$ cat src/rtl/int_to_fp_seq.sv
// int_to_fp_seq: converts a two's-complement integer into the 13-bit FP word
// {sign, exp, mantissa} (value = 0.m x 2^exp). Normalization shifts the magnitude
// left one bit per clock until its MSB is set.
//
// Handshake: a request is taken only when ready=1 and start=1 on the same rising
// edge (din is sampled on that edge). ready is high only in IDLE, so start while
// busy or in the DONE cycle is dropped, never queued. done_tick is a single-cycle
// pulse; fp/ovf are valid from that cycle and held until the next done_tick.
module int_to_fp_seq #(
  parameter int EW = 4,   // exponent width; IW must equal 2**EW
  parameter int MW = 8,   // mantissa width; MW <= IW
  parameter int IW = 16   // integer input width
) (
  input  logic              clk,
  input  logic              reset,
  input  logic              start,
  input  logic [IW-1:0]     din,
  output logic              ready,
  output logic              done_tick,
  output logic [EW+MW:0]    fp,
  output logic              ovf,
  output logic [1:0]        dbg_state
);

  typedef enum logic [1:0] {
    S_IDLE = 2'd0,
    S_NORM = 2'd1,
    S_DONE = 2'd2
  } state_t;

  // exp_cnt starts at IW; it only stays there when |din| = 2^(IW-1), which does
  // not fit the EW-bit exponent field and therefore saturates.
  localparam logic [EW:0]   EXP_INIT = (EW+1)'(IW);
  localparam logic [EW:0]   EXP_ONE  = (EW+1)'(1);
  localparam logic [IW-1:0] MAG_ONE  = IW'(1);

  state_t          r_state;
  state_t          w_next_state;
  logic            r_sign;
  logic [IW-1:0]   r_mag;
  logic [EW:0]     r_exp_cnt;
  logic [EW+MW:0]  r_fp;
  logic            r_ovf;

  logic [IW-1:0]   w_mag_in;
  logic            w_norm_done;
  logic [EW+MW:0]  w_fp_result;
  logic            w_ovf_result;

  // Magnitude of the operand; the most negative value maps to 2^(IW-1) unsigned.
  assign w_mag_in    = din[IW-1] ? (~din + MAG_ONE) : din;
  assign w_norm_done = (r_mag == '0) || r_mag[IW-1];

  assign ready     = (r_state == S_IDLE);
  assign done_tick = (r_state == S_DONE);
  assign fp        = r_fp;
  assign ovf       = r_ovf;
  assign dbg_state = r_state;

  // State register.
  always_ff @(posedge clk or posedge reset) begin
    if (reset) r_state <= S_IDLE;
    else       r_state <= w_next_state;
  end

  // Next-state logic: IDLE -> NORM on start, NORM loops until normalized, DONE lasts one cycle.
  always_comb begin
    w_next_state = r_state;
    case (r_state)
      S_IDLE:  if (start) w_next_state = S_NORM;
      S_NORM:  if (w_norm_done) w_next_state = S_DONE;
      S_DONE:  w_next_state = S_IDLE;
      default: w_next_state = S_IDLE;
    endcase
  end

  // Result assembly from the normalized magnitude; low bits are truncated.
  always_comb begin
    w_fp_result  = {r_sign, r_exp_cnt[EW-1:0], r_mag[IW-1 -: MW]};
    w_ovf_result = 1'b0;
    if (r_mag == '0) begin
      w_fp_result = '0;
    end else if (r_exp_cnt == EXP_INIT) begin
      w_fp_result  = '1;
      w_ovf_result = 1'b1;
    end
  end

  // Datapath: capture on accept, shift while normalizing, latch the result as DONE is entered
  // so that fp/ovf are already valid during the done_tick cycle.
  always_ff @(posedge clk or posedge reset) begin
    if (reset) begin
      r_sign    <= 1'b0;
      r_mag     <= '0;
      r_exp_cnt <= '0;
      r_fp      <= '0;
      r_ovf     <= 1'b0;
    end else begin
      case (r_state)
        S_IDLE: begin
          if (start) begin
            r_sign    <= din[IW-1];
            r_mag     <= w_mag_in;
            r_exp_cnt <= EXP_INIT;
          end
        end
        S_NORM: begin
          if (w_norm_done) begin
            r_fp  <= w_fp_result;
            r_ovf <= w_ovf_result;
          end else begin
            r_mag     <= r_mag << 1;
            r_exp_cnt <= r_exp_cnt - EXP_ONE;
          end
        end
        default: begin
        end
      endcase
    end
  end

endmodule
$ cat config.mk
export PLATFORM = sky130hd
export DESIGN_NAME = int_to_fp_seq
export DESIGN_NICKNAME = d
export VERILOG_FILES = /design/src/rtl/int_to_fp_seq.sv
export SDC_FILE = /design/constraint.sdc
export NUM_CORES = 1
export LEC_CHECK = 0
export ABC_AREA = 1
export CORE_UTILIZATION = 57
export CTS_CLUSTER_SIZE = 20
export DETAILED_ROUTE_END_ITERATION = 8
export GPL_ROUTABILITY_DRIVEN = 1
export PLACE_DENSITY = 0.91
export SLEW_MARGIN = 40
export SYNTH_ARGS = -nofsm -noshare
export SYNTH_HDL_FRONTEND = slang
export SYNTH_SLANG_ARGS = --single-unit
$ cat constraint.sdc
create_clock -name clk -period 3.7 [get_ports clk]
set_input_delay 0.74 -clock clk [delete_from_list [all_inputs] [get_ports clk]]
set_output_delay 0.74 -clock clk [all_outputs]
set_load 0.05 [all_outputs]
==> qor.yml, run 1 <==
logic_synthesis:
  netlist_area_um2: 2240
  ys_warn_count: 0
  synthDistinctLibCells: 27
  synth.area.top_cells: "dfrtp_1 42%, nand2_1 15%, o21ai_0 8.7%"
  synthCells: 318
  ys_seq_elements: 38
  ys_async_sr_fraction: 1.00
  synth-seq-area-share: 0.425
  synth_nets: 339
  yosys.area.top_type: "dfrtp_1"
  synth_edf_count: 0
  synth_most_common_cell: "nand2_1"
  synth_top_area_frac: 0.425
  postSynthAreaPerCell_um2: 7.04
  yosys-top-cells-count: "87 x nand2_1, 41 x inv_1, 39 x o21ai_0, 38 x dfrtp_1, 36 x nor2_1"
  synth-main-ff-cell: "dfrtp_1"
clocking:
  clk_pin_slew_ns: 0.07
  cts_tree: "done"
  clock_sink_count: 38
  clockBufferDepth: 2
  holdBufCountCts: 0
  postCtsSetupBuffers: 0
  cts_buffers: 5
  htree_levels: 2
  cts_resized: 0
  cts-root-buf: "clkbuf_8"
  clk_latency_ns: 0.29
drt:
  vias_per_cell: 5.33
  routed-via-count: 2137
  drt-total-wl_mm: 4.84
  drc: 0
  wl_per_cell_um: 12.1
  drtIter0Drc: 106
  antenna_left: 0
  drt_pass1_iterations: 4
grt:
  antenna_found_initial: 0
  grtUsageMet1: 0.312
  met3_usage: 0.0511
  grt_use_met2: 0.446
  grt.busiest_layer: "met2"
  gr-total-overflow: 0
  grt_pass1_wl_mm: 8.26
  grt_max_degree: 39
  track_usage: 0.256
  grt_pass1_vias: 1917
timing:
  finClkSkew_ns: 0.00310
  max-slew-margin-rel: 0.612
  fin_crit_sh: 0.657
  fin_setup_tns_ns: 0
  worst_slack_ns: 1.27
  final-hold-violation-count: 0
  fmax_mhz: 412
  tightest_slew_ns: 0.581
  finalMaxSlewViolations: 0
  rsz0062_at_grt: "no"
  min_period_ns: 2.43
  finalSetupViolCount: 0
critical_path:
  crit-reg2reg-launch: "dbg_state[1]$_DFFE_PP0P_"
  rr_endpoint: "fp[4]$_DFFE_PP0P_"
  r2r_slack_ns: 1.93
  reg2reg_depth: 4
  cp-endpoint: "ready"
  crit_family: "buffers and inverters"
  crit_type: "reg -> out"
  end_kind: "output port"
  startpoint_type: "register"
  cp_slowest_cell: "clkdlybuf4s50_1"
  path_depth: 2
  crit_start: "dbg_state[1]$_DFFE_PP0P_"
  cp_cell_sequence: "nor2_1, clkdlybuf4s50_1"
  path_buf_inv: 1
  worst-path-max-fanout: 4
  crit_required_ns: 2.96
  cp_data_arrival_time_ns: 1.69
  cpPeakStageDelay_ns: 0.81
power:
  intPower_mw: 1.20
  power.share.sequential: 0.323
  vdd.ir_drop.worst_mv: 0.335
  sw_frac_of_total: 0.495
  pwr_density_cell_nw_per_um2: 885
  p_total_mw: 2.38
  pwr-share-comb: 0.557
  p_leak_nw: 1.33
  p_sw_mw: 1.18
  clockPowerShare: 0.120
worst_hold_path:
  worstHoldPathType: "reg -> reg"
layout:
  fillers: 305
  multi_input_area_um2: 1050
  diodes: 0
  seq_area_um2: 951
  final_nets: 373
  stdcell_count: 401
  drive_gt1_frac: 0.0567
  syn_to_final_growth_pct: 20.1
floorplan:
  io_pins: 37
  num_rows: 22
  die_x_um: 64.7
  core_um2: 3720
  fp.dieH_um: 64.7
  initial_core_util: 0.602
  fp.dieArea_um2: 4180
placed_design:
  gp_congestion: 0.806
  dp.cells: 393
  dp_hpwl_mm: 3.53
  post-place-ws_ns: 1.27
  portBuffers: 36
job:
  cap_violations: 0
status:
  status: "complete, no violations"
[stage by stage]
step	instance area, um^2	hold slack [ns]	util
after global placement	2600	0.491	0.699
after CTS	2690	0.515	0.724
final	2690	0.509	0.724
after global routing	2690	0.562	0.724
after floorplan	2240	0.448	-
after detailed placement	2600	0.496	0.699
[power groups by stage]
stage	Sequential (mW)	Clock, mW	Combinational (mW)
detailed placement	0.771	0	1.32
global route	0.788	0.309	1.46
CTS	0.766	0.288	1.33
global placement	0.754	0	1.28
finish	0.768	0.287	1.33
floorplan	1.01	0	0.756
[cell type report]
type	instances	area share
multi-input combinational	227	0.392
sequential	38	0.354
timing repair buffer	37	0.137
inverter	43	0.0610
clock buffer	7	0.0321
tap	48	0.0223
clock inverter	1	0.00186
[logic make-up after synthesis]
kind of cell,after synthesis,share of synthesized area
flip-flops,38,0.425
AND/OR/NAND/NOR,169,0.328
buffers and inverters,53,0.104
adder cells (fa/ha/maj),2,0.0112
AO/OA/AOI/OAI,54,0.124
XOR/XNOR,2,0.00783
[cells in the final DEF, fill, tap and decap left out, types with 2 or more instances in the layout]
cell type         n
nand3b_1          2
nor3_1            2
xor2_1            2
nand4_1           3
o22ai_1           3
inv_1            41
or2_2             5
nand2_1          87
nand3_1          29
clkbuf_8          6
clkdlybuf4s50_1  36
a21oi_1           6
ha_1              2
dfrtp_1          38
o21ai_1           5
nor2_1           36
o21ai_0          39
[sequential cells by signal (all words and copies together) (netlist names)]
name / count
r_mag: 16
r_exp_cnt: 5
dbg_state: 2
fp: 13
r_sign: 1
ovf: 1
[per-layer routing]
metal	up-vias	wire length, um
li1	1075	-
met1	968	2140
met2	86	2370
met3	8	256
met4	0	76
met5	-	0
[worst reg2reg max path: stages, from the launching register on]
cell and delay [ns]:
dfrtp_1 0.44, nor2_4 0.29, inv_2 0.25, a21oi_2 0.47, o21ai_0 0.18
[worst min-delay path by stage]
stage,cells after the start,end,slack (ns),from
2_1_floorplan,2,r_sign$_DFFE_PP0P_,0.45,r_sign$_DFFE_PP0P_
3_3_place_gp,2,r_mag[3]$_DFFE_PP0P_,0.49,r_mag[3]$_DFFE_PP0P_
3_5_place_dp,2,r_mag[3]$_DFFE_PP0P_,0.50,r_mag[3]$_DFFE_PP0P_
4_1_cts,2,r_mag[3]$_DFFE_PP0P_,0.51,r_mag[3]$_DFFE_PP0P_
5_1_grt,2,r_mag[7]$_DFFE_PP0P_,0.56,r_mag[7]$_DFFE_PP0P_
6_report,2,r_mag[3]$_DFFE_PP0P_,0.51,r_mag[3]$_DFFE_PP0P_
(Power assumes the default switching activity.)
==> run 2, diff against run 1 <==
--- a/config.mk
+++ b/config.mk
@@ -6,11 +6,11 @@
 export NUM_CORES = 1
 export LEC_CHECK = 0
 export ABC_AREA = 1
-export CORE_UTILIZATION = 57
+export CORE_UTILIZATION = 48
 export CTS_CLUSTER_SIZE = 20
 export DETAILED_ROUTE_END_ITERATION = 8
 export GPL_ROUTABILITY_DRIVEN = 1
-export PLACE_DENSITY = 0.91
+export PLACE_DENSITY = 0.82
 export SLEW_MARGIN = 40
 export SYNTH_ARGS = -nofsm -noshare
 export SYNTH_HDL_FRONTEND = slang
==> constraint.sdc (replaced) <==
create_clock -name clk -period 2.1 [get_ports clk]
set_input_delay 0.42 -clock clk [delete_from_list [all_inputs] [get_ports clk]]
set_output_delay 0.42 -clock clk [all_outputs]
set_load 0.05 [all_outputs]
==> qor.yml, run 2 (synthesis gave the netlist of run 1 again) <==
layout:
  fillers: 399  # +31%
  layout_commonest_cell: "nand2_1"
  diodes: 0  # unchanged
  multi_input_area_um2: 1060  # +0.24%
  drive_gt1_frac: 0.0728  # +0.0162
  utilization: 0.620  # -0.104
  final_nets: 377  # +1.1%
  largest_reg_flops: 16  # unchanged
  syn_to_final_growth_pct: 22.2
  seq_area_um2: 951  # unchanged
  regMostFlops: "r_mag"
  layout_common_cells: "87 x nand2_1, 41 x inv_1, 39 x o21ai_0, 38 x dfrtp_1, 35 x nor2_1"
placed_design:
  gp_congestion: 0.837  # +3.8%
  dp_hpwl_mm: 3.51  # -0.35%
  portBuffers: 36  # unchanged
timing:
  min_period_ns: 2.00
  fmax_mhz: 501
  final-hold-violation-count: 0  # unchanged
  fin_setup_tns_ns: 0  # unchanged
  finalMaxSlewViolations: 0  # unchanged
  finalSetupViolCount: 0  # unchanged
  max-slew-margin-rel: 0.641  # +0.0299
  whs_ns: 0.494  # -0.0149 ns
  tightest_slew_ns: 0.538  # -0.0430 ns
  fin_crit_sh: 0.950
  rsz0062_at_grt: "no"
  finClkSkew_ns: 0.00747  # +0.00437 ns
clocking:
  clock_sink_count: 38  # unchanged
  cts_buffers: 5  # unchanged
  clk_latency_ns: 0.29  # about the same
  holdBufCountCts: 0  # unchanged
  clockBufferDepth: 2  # unchanged
  postCtsSetupBuffers: 0  # unchanged
  cts-root-buf: "clkbuf_8"
  cts_resized: 0  # unchanged
  htree_levels: 2  # unchanged
  clk_pin_slew_ns: 0.07  # about the same
  cts_tree: "done"
floorplan:
  die_x_um: 70.3  # +8.7%
  fp.dieH_um: 70.3  # +8.7%
  io_pins: 37  # unchanged
  num_rows: 24  # +9.1%
  core_um2: 4410  # +19%
  fp.dieArea_um2: 4940  # +18%
  initial_core_util: 0.507  # -0.0953
worst_hold_path:
  worstHoldPathType: "reg -> reg"
status:
  status: "complete, no violations"
power:
  clockPowerShare: 0.140  # +0.020
  p_sw_mw: 2.07  # +76%
  pwr_density_cell_nw_per_um2: 1580  # +78%
  p_leak_nw: 1.35  # +2.0%
  intPower_mw: 2.24  # +87%
  pwr-share-comb: 0.549  # -0.008
  power.share.sequential: 0.311  # -0.012
  sw_frac_of_total: 0.480  # -0.0157
  vdd.ir_drop.worst_mv: 0.631  # +88%
grt:
  antenna_found_initial: 0  # unchanged
  grt_pass1_wl_mm: 8.84  # +7.0%
  gr-total-overflow: 0  # unchanged
  grt_max_degree: 39  # unchanged
  track_usage: 0.225  # -0.0315
  grt_pass1_vias: 1958  # +2.1%
critical_path:
  crit_required_ns: 1.68  # -1.28 ns
  cp_cell_sequence: "clkdlybuf4s50_1"
  startpoint_type: "register"
  path_buf_inv: 1  # unchanged
  cp_data_arrival_time_ns: 1.58  # -0.11 ns
  end_kind: "output port"
  cpPeakStageDelay_ns: 0.84  # +0.03 ns
  worst-path-max-fanout: 4  # unchanged
  crit_type: "reg -> out"
  crit_family: "buffers and inverters"
  cp_slowest_cell: "clkdlybuf4s50_1"
drt:
  antenna_left: 0  # unchanged
  drt-total-wl_mm: 4.77  # -1.4%
  drtIter0Drc: 156  # +47%
  vias_per_cell: 5.11  # -4.1%
  wl_per_cell_um: 11.7  # -3.3%
  drt_pass1_iterations: 5  # +1
  routed-via-count: 2090  # -2.2%
  drc: 0  # unchanged
job:
  cap_violations: 0  # unchanged
## run 2: cell count changes in the layout (fill, tap and decap cells not counted)
cell             change
nor2_2               +1
clkdlybuf4s50_1      -2
clkbuf_1             +1
clkinv_2             -1
bufinv_16            +1
nor2_1               -1
buf_4                +6
clkbuf_8             -1
## run 2: layer usage
layer,track usage,share of wire,up-vias
li1,-,-,1084
met1,0.308,0.50,941
met2,0.362,0.45,60
met3,0.0433,0.038,5
met4,0.0622,0.012,0
met5,0,0,-
## run 2: metrics by stage
stage | power (mW) | instance area [um^2] | cells | setup slack, ns
CTS | 4.33 | 2740 | 409 | 0.0997
finish | 4.32 | 2740 | 409 | 0.104
detailed placement | 3.72 | 2630 | 401 | 0.154
floorplan | 3.11 | 2240 | 318 | 0.0938
global route | 4.67 | 2740 | 409 | 0.0526
global placement | 3.66 | 2630 | 401 | 0.189
## run 2: final timing paths
path / start / endpoint / slack [ns] / cells after the start
max: dbg_state[1]$_DFFE_PP0P_ / dbg_state[1] / 0.10 / 1
min: r_sign$_DFFE_PP0P_ / r_sign$_DFFE_PP0P_ / 0.49 / 2
max reg2reg: dbg_state[0]$_DFFE_PP0P_ / fp[10]$_DFFE_PP0P_ / 0.45 / 5
min reg2reg: r_sign$_DFFE_PP0P_ / r_sign$_DFFE_PP0P_ / 0.49 / 2
max in group asynchronous: reset / r_mag[12]$_DFFE_PP0P_ / 1.23 / 3
min in group asynchronous: reset / fp[4]$_DFFE_PP0P_ / 0.54 / 3
## run 2: power groups by stage
stage	registers, mW	logic [mW]	clock network, mW
after detailed placement	1.36	2.36	0
after CTS	1.35	2.37	0.607
after global routing	1.39	2.63	0.652
after floorplan	1.78	1.33	0
after global placement	1.34	2.31	0
final	1.34	2.37	0.605
## run 2: worst register-to-register path: stages, from the launching register on
cell and delay (ns):
dfrtp_1 0.40, inv_1 0.09, nor2_4 0.23, inv_2 0.18, a21oi_2 0.45, o21ai_0 0.16
## run 2: cell type report
cell class,instances,area share
Clock buffer,7,0.0279
Sequential cell,38,0.348
Tap cell,52,0.0238
Clock inverter,1,0.0110
Timing Repair Buffer,41,0.144
Inverter,43,0.0599
Multi-Input combinational cell,227,0.386
